--- src/rtl/eu_pkg.sv ---
// Shared definitions for the execution-unit controller: opcodes, instruction
// field positions and the sequencer state type.
package eu_pkg;

  localparam int unsigned INSTR_W = 16;

  localparam logic [3:0] OP_HALT  = 4'h0;
  localparam logic [3:0] OP_LOAD  = 4'hE;
  localparam logic [3:0] OP_STORE = 4'hF;

  localparam int unsigned OPCODE_MSB = 15;
  localparam int unsigned OPCODE_LSB = 12;
  localparam int unsigned DEST_MSB   = 11;
  localparam int unsigned DEST_LSB   = 9;
  localparam int unsigned SRCA_MSB   = 8;
  localparam int unsigned SRCA_LSB   = 6;
  localparam int unsigned SRCB_MSB   = 5;
  localparam int unsigned SRCB_LSB   = 3;
  // Memory address overlaps srcB's low bit; only LOAD/STORE interpret it.
  localparam int unsigned MADDR_MSB  = 3;
  localparam int unsigned MADDR_LSB  = 0;

  typedef enum logic [2:0] {
    StIdle,
    StFetch,
    StDecode,
    StExecute,
    StMemWait,
    StWriteback,
    StHalt
  } ctrl_state_t;

endpackage

--- src/rtl/eu_instr_decoder.sv ---
// Purely combinational split of the instruction register into eu fields and
// instruction-class flags.
module eu_instr_decoder
  import eu_pkg::*;
(
  input  logic [INSTR_W-1:0] ir_i,
  output logic [3:0]         opcode_o,
  output logic [2:0]         dest_reg_o,
  output logic [2:0]         src_a_o,
  output logic [2:0]         src_b_o,
  output logic [3:0]         mem_addr_o,
  output logic               is_load_o,
  output logic               is_store_o,
  output logic               is_halt_o
);

  always_comb begin
    opcode_o   = ir_i[OPCODE_MSB:OPCODE_LSB];
    dest_reg_o = ir_i[DEST_MSB:DEST_LSB];
    src_a_o    = ir_i[SRCA_MSB:SRCA_LSB];
    src_b_o    = ir_i[SRCB_MSB:SRCB_LSB];
    mem_addr_o = ir_i[MADDR_MSB:MADDR_LSB];
    is_load_o  = (opcode_o == OP_LOAD);
    is_store_o = (opcode_o == OP_STORE);
    is_halt_o  = (opcode_o == OP_HALT);
  end

endmodule

--- src/rtl/eu_controller.sv ---
// Multi-cycle fetch/decode/execute sequencer between the instruction ROM and the eu;
// gates eu write requests so each instruction commits at most once.
module eu_controller
  import eu_pkg::*;
#(
  parameter int unsigned PC_WIDTH    = 8,
  parameter int unsigned INSTR_WIDTH = 16,
  parameter int unsigned CNT_WIDTH   = 16
) (
  input  logic                   clk,
  input  logic                   reset,
  input  logic                   start,
  output logic [PC_WIDTH-1:0]    imem_addr,
  input  logic [INSTR_WIDTH-1:0] imem_data,
  output logic [3:0]             eu_opcode,
  output logic [2:0]             eu_dest_reg,
  output logic [2:0]             eu_opAAdr,
  output logic [2:0]             eu_opBAdr,
  output logic [3:0]             eu_storeDataAdr,
  output logic                   eu_issue,
  input  logic                   eu_write_enable,
  input  logic                   eu_dmem_write_enable,
  output logic                   rf_write_enable,
  output logic                   dmem_write_enable,
  input  logic                   dmem_ready,
  output logic [PC_WIDTH-1:0]    pc,
  output logic                   busy,
  output logic                   halted,
  output logic [CNT_WIDTH-1:0]   instr_count
);

  ctrl_state_t            state;
  logic [INSTR_WIDTH-1:0] ir;
  logic                   is_load;
  logic                   is_store;
  logic                   is_halt;
  logic                   fetched_halt;

  eu_instr_decoder u_decoder (
    .ir_i       (ir),
    .opcode_o   (eu_opcode),
    .dest_reg_o (eu_dest_reg),
    .src_a_o    (eu_opAAdr),
    .src_b_o    (eu_opBAdr),
    .mem_addr_o (eu_storeDataAdr),
    .is_load_o  (is_load),
    .is_store_o (is_store),
    .is_halt_o  (is_halt)
  );

  assign imem_addr    = pc;
  assign fetched_halt = (imem_data[OPCODE_MSB:OPCODE_LSB] == OP_HALT);

  // The only input-to-output paths: eu requests pass through only in their windows.
  assign rf_write_enable   = (state == StWriteback) & ~is_halt & eu_write_enable;
  assign dmem_write_enable = (state == StMemWait) & is_store & eu_dmem_write_enable;

  always_ff @(posedge clk) begin
    if (!reset) begin
      state       <= StIdle;
      pc          <= '0;
      instr_count <= '0;
      ir          <= '0;
      eu_issue    <= 1'b0;
      busy        <= 1'b0;
      halted      <= 1'b0;
    end else begin
      eu_issue <= 1'b0;
      case (state)
        StIdle, StHalt: begin
          if (start) begin
            pc     <= '0;
            state  <= StFetch;
            busy   <= 1'b1;
            halted <= 1'b0;
          end
        end
        StFetch: state <= StDecode;
        StDecode: begin
          ir <= imem_data;
          if (fetched_halt) begin
            state  <= StHalt;
            busy   <= 1'b0;
            halted <= 1'b1;
          end else begin
            state    <= StExecute;
            eu_issue <= 1'b1;
          end
        end
        StExecute: state <= (is_load || is_store) ? StMemWait : StWriteback;
        StMemWait: begin
          if (dmem_ready) begin
            if (is_store) begin
              pc    <= pc + PC_WIDTH'(1);
              state <= StFetch;
              if (instr_count != '1) instr_count <= instr_count + CNT_WIDTH'(1);
            end else begin
              state <= StWriteback;
            end
          end
        end
        StWriteback: begin
          pc    <= pc + PC_WIDTH'(1);
          state <= StFetch;
          if (instr_count != '1) instr_count <= instr_count + CNT_WIDTH'(1);
        end
        default: begin
          state <= StIdle;
          busy  <= 1'b0;
        end
      endcase
    end
  end

endmodule

--- config.mk ---
export PLATFORM = sky130hd
export DESIGN_NAME = eu_controller
export DESIGN_NICKNAME = d
export VERILOG_FILES = /design/src/rtl/eu_pkg.sv /design/src/rtl/eu_instr_decoder.sv /design/src/rtl/eu_controller.sv
export SDC_FILE = /design/constraint.sdc
export NUM_CORES = 1
export LEC_CHECK = 0
export CORE_MARGIN = 2
export CORE_UTILIZATION = 30
export DETAILED_ROUTE_END_ITERATION = 7
export GPL_ROUTABILITY_DRIVEN = 0
export SYNTH_ARGS = -nofsm -noshare
export SYNTH_HDL_FRONTEND = slang
export SYNTH_HIERARCHICAL = 1
export SYNTH_SLANG_ARGS = --single-unit
--- constraint.sdc ---
create_clock -name clk -period 1.69 [get_ports clk]
set_input_delay 0.169 -clock clk [delete_from_list [all_inputs] [get_ports clk]]
set_output_delay 0.169 -clock clk [all_outputs]
set_load 0.02 [all_outputs]
==> flow_summary_export.csv, run 1 <==
group,metric,value,unit
synthesis,yosysMostFrequentCell,"nand2_1",
power_and_ir_drop,swShare,30.27,%
detailed_routing,routed-via-count,2358,
worst_setup_path,path_buf_inv,2,
worst_setup_path,cp.depth,2,
cts,htree_levels,2,
grt,use_met1,17.67,%
run,cap_violations,0,
power_and_ir_drop,power_frac_comb,24.7,%
sta,slew_headroom,75.64,%
placement,dpl-instance-area,0.003252,sq mm
synthesis,synth_flop_cell,"dfxtp_1",
sta,worst_slew_pin_slew,0.3620,ns
cells_and_area,area_growth,39.79,%
power_and_ir_drop,power_leakage,1.190,nW
cells_and_area,final_cell_area,0.003425,sq mm
worst_setup_path,r2r-start,"ir[15]$_SDFFE_PN0N_",
sta,finalHoldViolations,0,
detailed_routing,post-route-drc-count,0,
die,dieArea,0.008905,sq mm
worst_setup_path,crit_path_start_kind,"register",
grt,grt_max_degree,21,
grt,antenna_found_initial,0,
power_and_ir_drop,finalPower,2.542,mW
synthesis,syn_area,0.002450,sq mm
sta,rsz0062_at_grt,"true",
placement,port_buffers,75,
power_and_ir_drop,p_int,1.773,mW
sta,setup_viol,0,
die,chipWidth,94.37,microns
cells_and_area,final_core_util,43.86,%
sta,drv_slew,0,
cells_and_area,final_cell_count_no_fill,474,
synthesis,synth_edf_count,0,
die,core_area,0.007807,sq mm
detailed_routing,ant_nets,0,
placement,dpl.cell_count,464,
synthesis,yosys.area.top_type,"dfxtp_1",
detailed_routing,drtIter0Drc,84,
power_and_ir_drop,clockPowerShare,28.2,%
worst_setup_path,critPathKind,"reg2out",
sta,fin_worst_skew,0.01099,ns
cts,postCtsHoldBufs,0,
worst_setup_path,endpoint,"instr_count[2]",
synthesis,yosys_warnings,6,
cells_and_area,fin_nets,395,
die,start_util,31.38,%
power_and_ir_drop,power_frac_seq,47.2,%
cts,cts_max_path_buffers,2,
grt,track_usage,14.31,%
detailed_routing,firstDrtPassIters,4,
worst_setup_path,cp_slowest_stage_delay,0.59,ns
worst_setup_path,path_delay_family,"buffers and inverters",
synthesis,synth.top_cell.area_share,37.59,%
cts,cts_tree,"built",
grt,grt.busiest_layer,"met2",
cts,cts.clk_slew.worst_paths,0.09,ns
grt,grt_pass1_vias,2135,
worst_setup_path,critical_path.startpoint,"instr_count[2]$_SDFFE_PN0P_",
cts,cts_root_buffer,"clkbuf_8",
grt,grt_pass1_wl,10.21,mm
die,die_h,94.37,microns
synthesis,synth_cells,297,
synthesis,yosysUniqueCellTypes,51,
worst_setup_path,path_cells,"buf_4, clkdlybuf4s50_1",
sta,post-route-period-util,97.52,%
die,io-pin-count,76,
synthesis,synth_commonest_cells,"nand2_1, dfxtp_1, a21oi_1",
detailed_routing,finalWirelength,6.472,mm
grt,grt_overflow,0,
worst_setup_path,cp.arrival,1.48,ns
power_and_ir_drop,p_sw,0.7694,mW
grt,use_met3,5.746,%
detailed_routing,wl_per_cell,13.65,microns
synthesis,ys_seq_area_share,37.59,%
sta,fin_ws,0.04184,ns
cts,numCtsBuffers,5,
power_and_ir_drop,ir_worst_vdd,0.4277,mV
sta,max_clock_freq,0.6067,GHz
synthesis,synth_area_leaders,"dfxtp_1, nand2_1, buf_4, a21oi_1, nand3_1",
worst_setup_path,end_kind,"output port",
detailed_routing,post_drt_via_cell_ratio,4.975,
cts,clkSinkCount,46,
sta,finalSetupTns,0,ns
synthesis,ys_seq_elements,46,
worst_setup_path,reg2regPathDepth,6,
synthesis,synth_fp_nets,321,
cells_and_area,drive_gt1_share,18.28,%
worst_setup_path,r2r_slack,0.05,ns
placement,dp.final_hpwl,4.587,mm
cells_and_area,antenna_cells,0,
worst_setup_path,crit_slowest_cell,"clkdlybuf4s50_1",
die,num_rows,32,
grt,grtUsageMet2,22.80,%
power_and_ir_drop,power_density,742.3,mW/mm^2
worst_setup_path,path_max_fanout,5,
synthesis,syn-mean-instance-area,8.249,sq um
run_status,status,"finished, final reports clean",
placement,place_ws,-0.1029,ns
hold_path,hp-class,"in2reg",
synthesis,async_flop_share,0,%
sta,fin_crit,1.648,ns
sta,whs,0.4067,ns
worst_setup_path,r2r-end,"instr_count[15]$_SDFFE_PN0P_",
cts,clkLatencyLatePin,0.30,ns
worst_setup_path,crit_required,1.52,ns
power groups by stage:
stage | combinational (mW) | clock, mW | sequential [mW]
finish | 0.627 | 0.717 | 1.20
global route | 0.688 | 0.789 | 1.21
global placement | 0.616 | 0 | 1.22
CTS | 0.625 | 0.739 | 1.20
floorplan | 0.394 | 0 | 1.22
detailed placement | 0.621 | 0 | 1.22
registers in the layout, summed over array words and instances, names as in the netlist:
register     count
instr_count     16
ir              16
imem_addr        8
state            3
busy             1
eu_issue         1
halted           1
cell usage in the layout (no fill, tap or decap), types with 2 or more instances in the layout:
master | synthesis | layout
clkdlybuf4s50_1 | 0 | 73
nand2_1 | 54 | 53
dfxtp_1 | 46 | 40
a21oi_1 | 36 | 34
buf_4 | 25 | 28
o21ai_0 | 10 | 10
nand3_1 | 10 | 10
nand4_1 | 8 | 8
nand2b_1 | 7 | 7
nor2_1 | 7 | 7
or3_1 | 8 | 7
inv_1 | 6 | 6
clkbuf_8 | 1 | 6
or4_1 | 6 | 5
dfxtp_2 | 0 | 5
nor3_1 | 4 | 4
and3_1 | 4 | 4
mux2i_1 | 4 | 4
and4_4 | 2 | 3
a21oi_2 | 1 | 3
o31ai_1 | 4 | 3
nor4_1 | 3 | 3
and2_1 | 2 | 2
nand2_2 | 1 | 2
nand3_2 | 2 | 2
nor2b_1 | 2 | 2
a22oi_1 | 2 | 2
and4_1 | 2 | 2
a211oi_1 | 2 | 2
o211ai_1 | 2 | 2
nor4_4 | 0 | 2
clkbuf_2 | 0 | 2
cell families after synthesis:
| kind of cell | Yosys count | share of synthesized area (%) |
|---|---|---|
| multiplexers | 5 | 2.094 |
| AO/OA/AOI/OAI | 69 | 17.01 |
| AND/OR/NAND/NOR | 129 | 28.50 |
| buffers and inverters | 44 | 12.77 |
| XOR/XNOR | 2 | 1.022 |
| adder cells (fa/ha/maj) | 2 | 1.021 |
| flip-flops | 46 | 37.59 |
timing repair:
action / 4_1_cts / 5_1_grt
gates resized for setup: 5 / 23
cloned: 0 / 1
pin swaps: 0 / 8
endpoints found under the setup margin: 7 / 16
setup buffers: 0 / 1
worst min-delay path, delay by kind of cell:
kind / cells / cell delay [ns]
AOI/OAI and AO/OA: 1 / 0.05
and+or+nand+nor: 1 / 0.05
buffers and inverters: 1 / 0.39
worst min path at each step:
stage,from,end,cells after the start
after CTS,imem_data[3],ir[3]$_SDFFE_PN0N_,3
after floorplan,imem_data[0],ir[0]$_SDFFE_PN0N_,2
after detailed placement,ir[5]$_SDFFE_PN0N_,ir[5]$_SDFFE_PN0N_,2
after global placement,ir[7]$_SDFFE_PN0N_,ir[7]$_SDFFE_PN0N_,2
after global routing,imem_data[0],ir[0]$_SDFFE_PN0N_,3
final,imem_data[2],ir[2]$_SDFFE_PN0N_,3
cell type report:
type                            instances  area, sq um
Clock inverter                          1        5.005
Clock buffer                            7        86.33
Tap cell                              102        127.6
Multi-Input combinational cell        207         1285
Sequential cell                        46        930.9
Timing Repair Buffer                  105        967.2
Fill cell                             803         4383
Inverter                                6        22.52
per-layer routing:
metal  up-vias  share of wire [%]
met4         0               0.94
met1      1085                 44
met3         7                8.6
met2        75                 46
li1       1191                  -
met5         -                  0
Power figures use the tool's default switching activity.
==> run 2: changes to the inputs <==
PLACE_DENSITY_LB_ADDON = 0.1   (was not set)
SKIP_CTS_REPAIR_TIMING = 1   (was not set)
==> flow_summary_export.csv, run 2 (same netlist as run 1, synthesis figures left out) <==
group,metric,value,unit
sta,whs,0.4097,ns
cts,numCtsBuffers,5,
die,core_area,0.007807,sq mm
power_and_ir_drop,ir_worst_vdd,0.3227,mV
worst_setup_path,r2r_slack,0.05,ns
sta,fin_ws,0.04867,ns
hold_path,hp-class,"in2reg",
cells_and_area,antenna_cells,0,
cells_and_area,final_cell_count_no_fill,478,
power_and_ir_drop,power_leakage,1.229,nW
grt,grt_overflow,0,
die,num_rows,32,
worst_setup_path,crit_path_start_kind,"register",
cts,cts_root_buffer,"clkbuf_8",
grt,grt_max_degree,31,
placement,place_ws,-0.09074,ns
sta,max_clock_freq,0.6093,GHz
cts,clkLatencyLatePin,0.30,ns
cts,cts_max_path_buffers,2,
detailed_routing,post-route-drc-count,0,
die,dieArea,0.008905,sq mm
run,cap_violations,0,
detailed_routing,finalWirelength,6.390,mm
detailed_routing,post_drt_via_cell_ratio,4.851,
cts,clkSinkCount,46,
cells_and_area,final_common_cell,"clkdlybuf4s50_1",
worst_setup_path,path_max_fanout,5,
sta,drv_slew,0,
detailed_routing,firstDrtPassIters,4,
placement,dpl.cell_count,468,
die,chipWidth,94.37,microns
grt,track_usage,14.79,%
cts,cts.clk_slew.worst_paths,0.09,ns
detailed_routing,routed-via-count,2319,
power_and_ir_drop,power_density,753.9,mW/mm^2
worst_setup_path,crit_required,1.93,ns
die,start_util,31.38,%
grt,grt_pass1_wl,10.45,mm
cells_and_area,area_growth,43.46,%
placement,port_buffers,75,
cells_and_area,drive_gt1_share,20.21,%
cells_and_area,layout_common_cells,"clkdlybuf4s50_1, nand2_1, dfxtp_1, a21oi_1, buf_4",
placement,dp.final_hpwl,4.576,mm
cts,htree_levels,2,
worst_setup_path,critical_path.startpoint,"instr_count[0]$_SDFFE_PN0P_",
sta,worst_slew_pin_slew,0.3970,ns
cells_and_area,fin_nets,399,
sta,finalHoldViolations,0,
detailed_routing,ant_nets,0,
detailed_routing,wl_per_cell,13.37,microns
die,die_h,94.37,microns
cts,cts_tree,"built",
worst_setup_path,r2r-end,"instr_count[7]$_SDFFE_PN0P_",
worst_setup_path,r2r-start,"instr_count[0]$_SDFFE_PN0P_",
grt,grt_pass1_vias,2194,
detailed_routing,drtIter0Drc,67,
run_status,status,"finished, final reports clean",
cells_and_area,fill_cells,786,
sta,post-route-period-util,97.12,%
worst_setup_path,reg2regPathDepth,7,
die,io-pin-count,76,
sta,fin_worst_skew,0.008629,ns
worst_setup_path,critPathKind,"reg2reg",
grt,antenna_found_initial,0,
worst_setup_path,endpoint,"instr_count[7]$_SDFFE_PN0P_",
sta,fin_crit,1.641,ns
cells_and_area,final_core_util,45.02,%
worst_setup_path,end_kind,"register",
sta,slew_headroom,73.29,%
worst_setup_path,cp.arrival,1.88,ns
sta,setup_viol,0,
==> run 2: layout make-up <==
type	instances	area (sq um)	area share, %
Timing Repair Buffer	109	1023	29.12
Inverter	6	22.52	0.6408
Tap cell	102	127.6	3.631
Clock buffer	8	110.1	3.133
Sequential cell	46	932.1	26.52
Multi-Input combinational cell	207	1299	36.95
==> run 2: how the worst min path moves through the flow <==
stage                                  start                   to  slack (ns)  depth (start not counted)
after floorplan                 imem_data[0]   ir[0]$_SDFFE_PN0N_        0.30                          2
after global placement    ir[1]$_SDFFE_PN0N_   ir[1]$_SDFFE_PN0N_        0.44                          2
after detailed placement  ir[8]$_SDFFE_PN0N_   ir[8]$_SDFFE_PN0N_        0.45                          2
after CTS                       imem_data[7]   ir[7]$_SDFFE_PN0N_        0.40                          3
after global routing            imem_data[8]   ir[8]$_SDFFE_PN0N_        0.42                          3
final                          imem_data[10]  ir[10]$_SDFFE_PN0N_        0.41                          3
==> run 2: stage by stage <==
stage / power, mW / cell area [sq um] / TNS [ns]
6_report: 2.650 / 3515 / 0
4_1_cts: 2.660 / 3405 / -0.8624
3_5_place_dp: 1.855 / 3294 / -0.6909
5_1_grt: 2.809 / 3515 / -0.009875
3_3_place_gp: 1.851 / 3294 / -0.3040
2_1_floorplan: 1.619 / 2454 / 0
==> run 2: metal layers <==
layer  GRT usage [%]  wire, microns  up-vias
li1                -              -     1203
met1           18.36           3026     1060
met2           24.76           2934       50
met3           4.948            364        6
met4           3.623             64        0
met5               0              0        -
==> run 2: report_power, final <==
| group | internal [mW] | leakage [nW] | switching (mW) |
|---|---|---|---|
| clock network | 0.414 | 0.0575 | 0.378 |
| logic | 0.317 | 0.796 | 0.345 |
| registers | 1.15 | 0.376 | 0.0512 |
==> run 2: critical path, cell delays in order, from the launching register on <==
cell and delay, ns:
dfxtp_4 0.37, ha_4 0.17, buf_4 0.15, nand2_1 0.06
nor4_1 0.04, buf_4 0.15, or4_1 0.50, a21oi_1 0.15
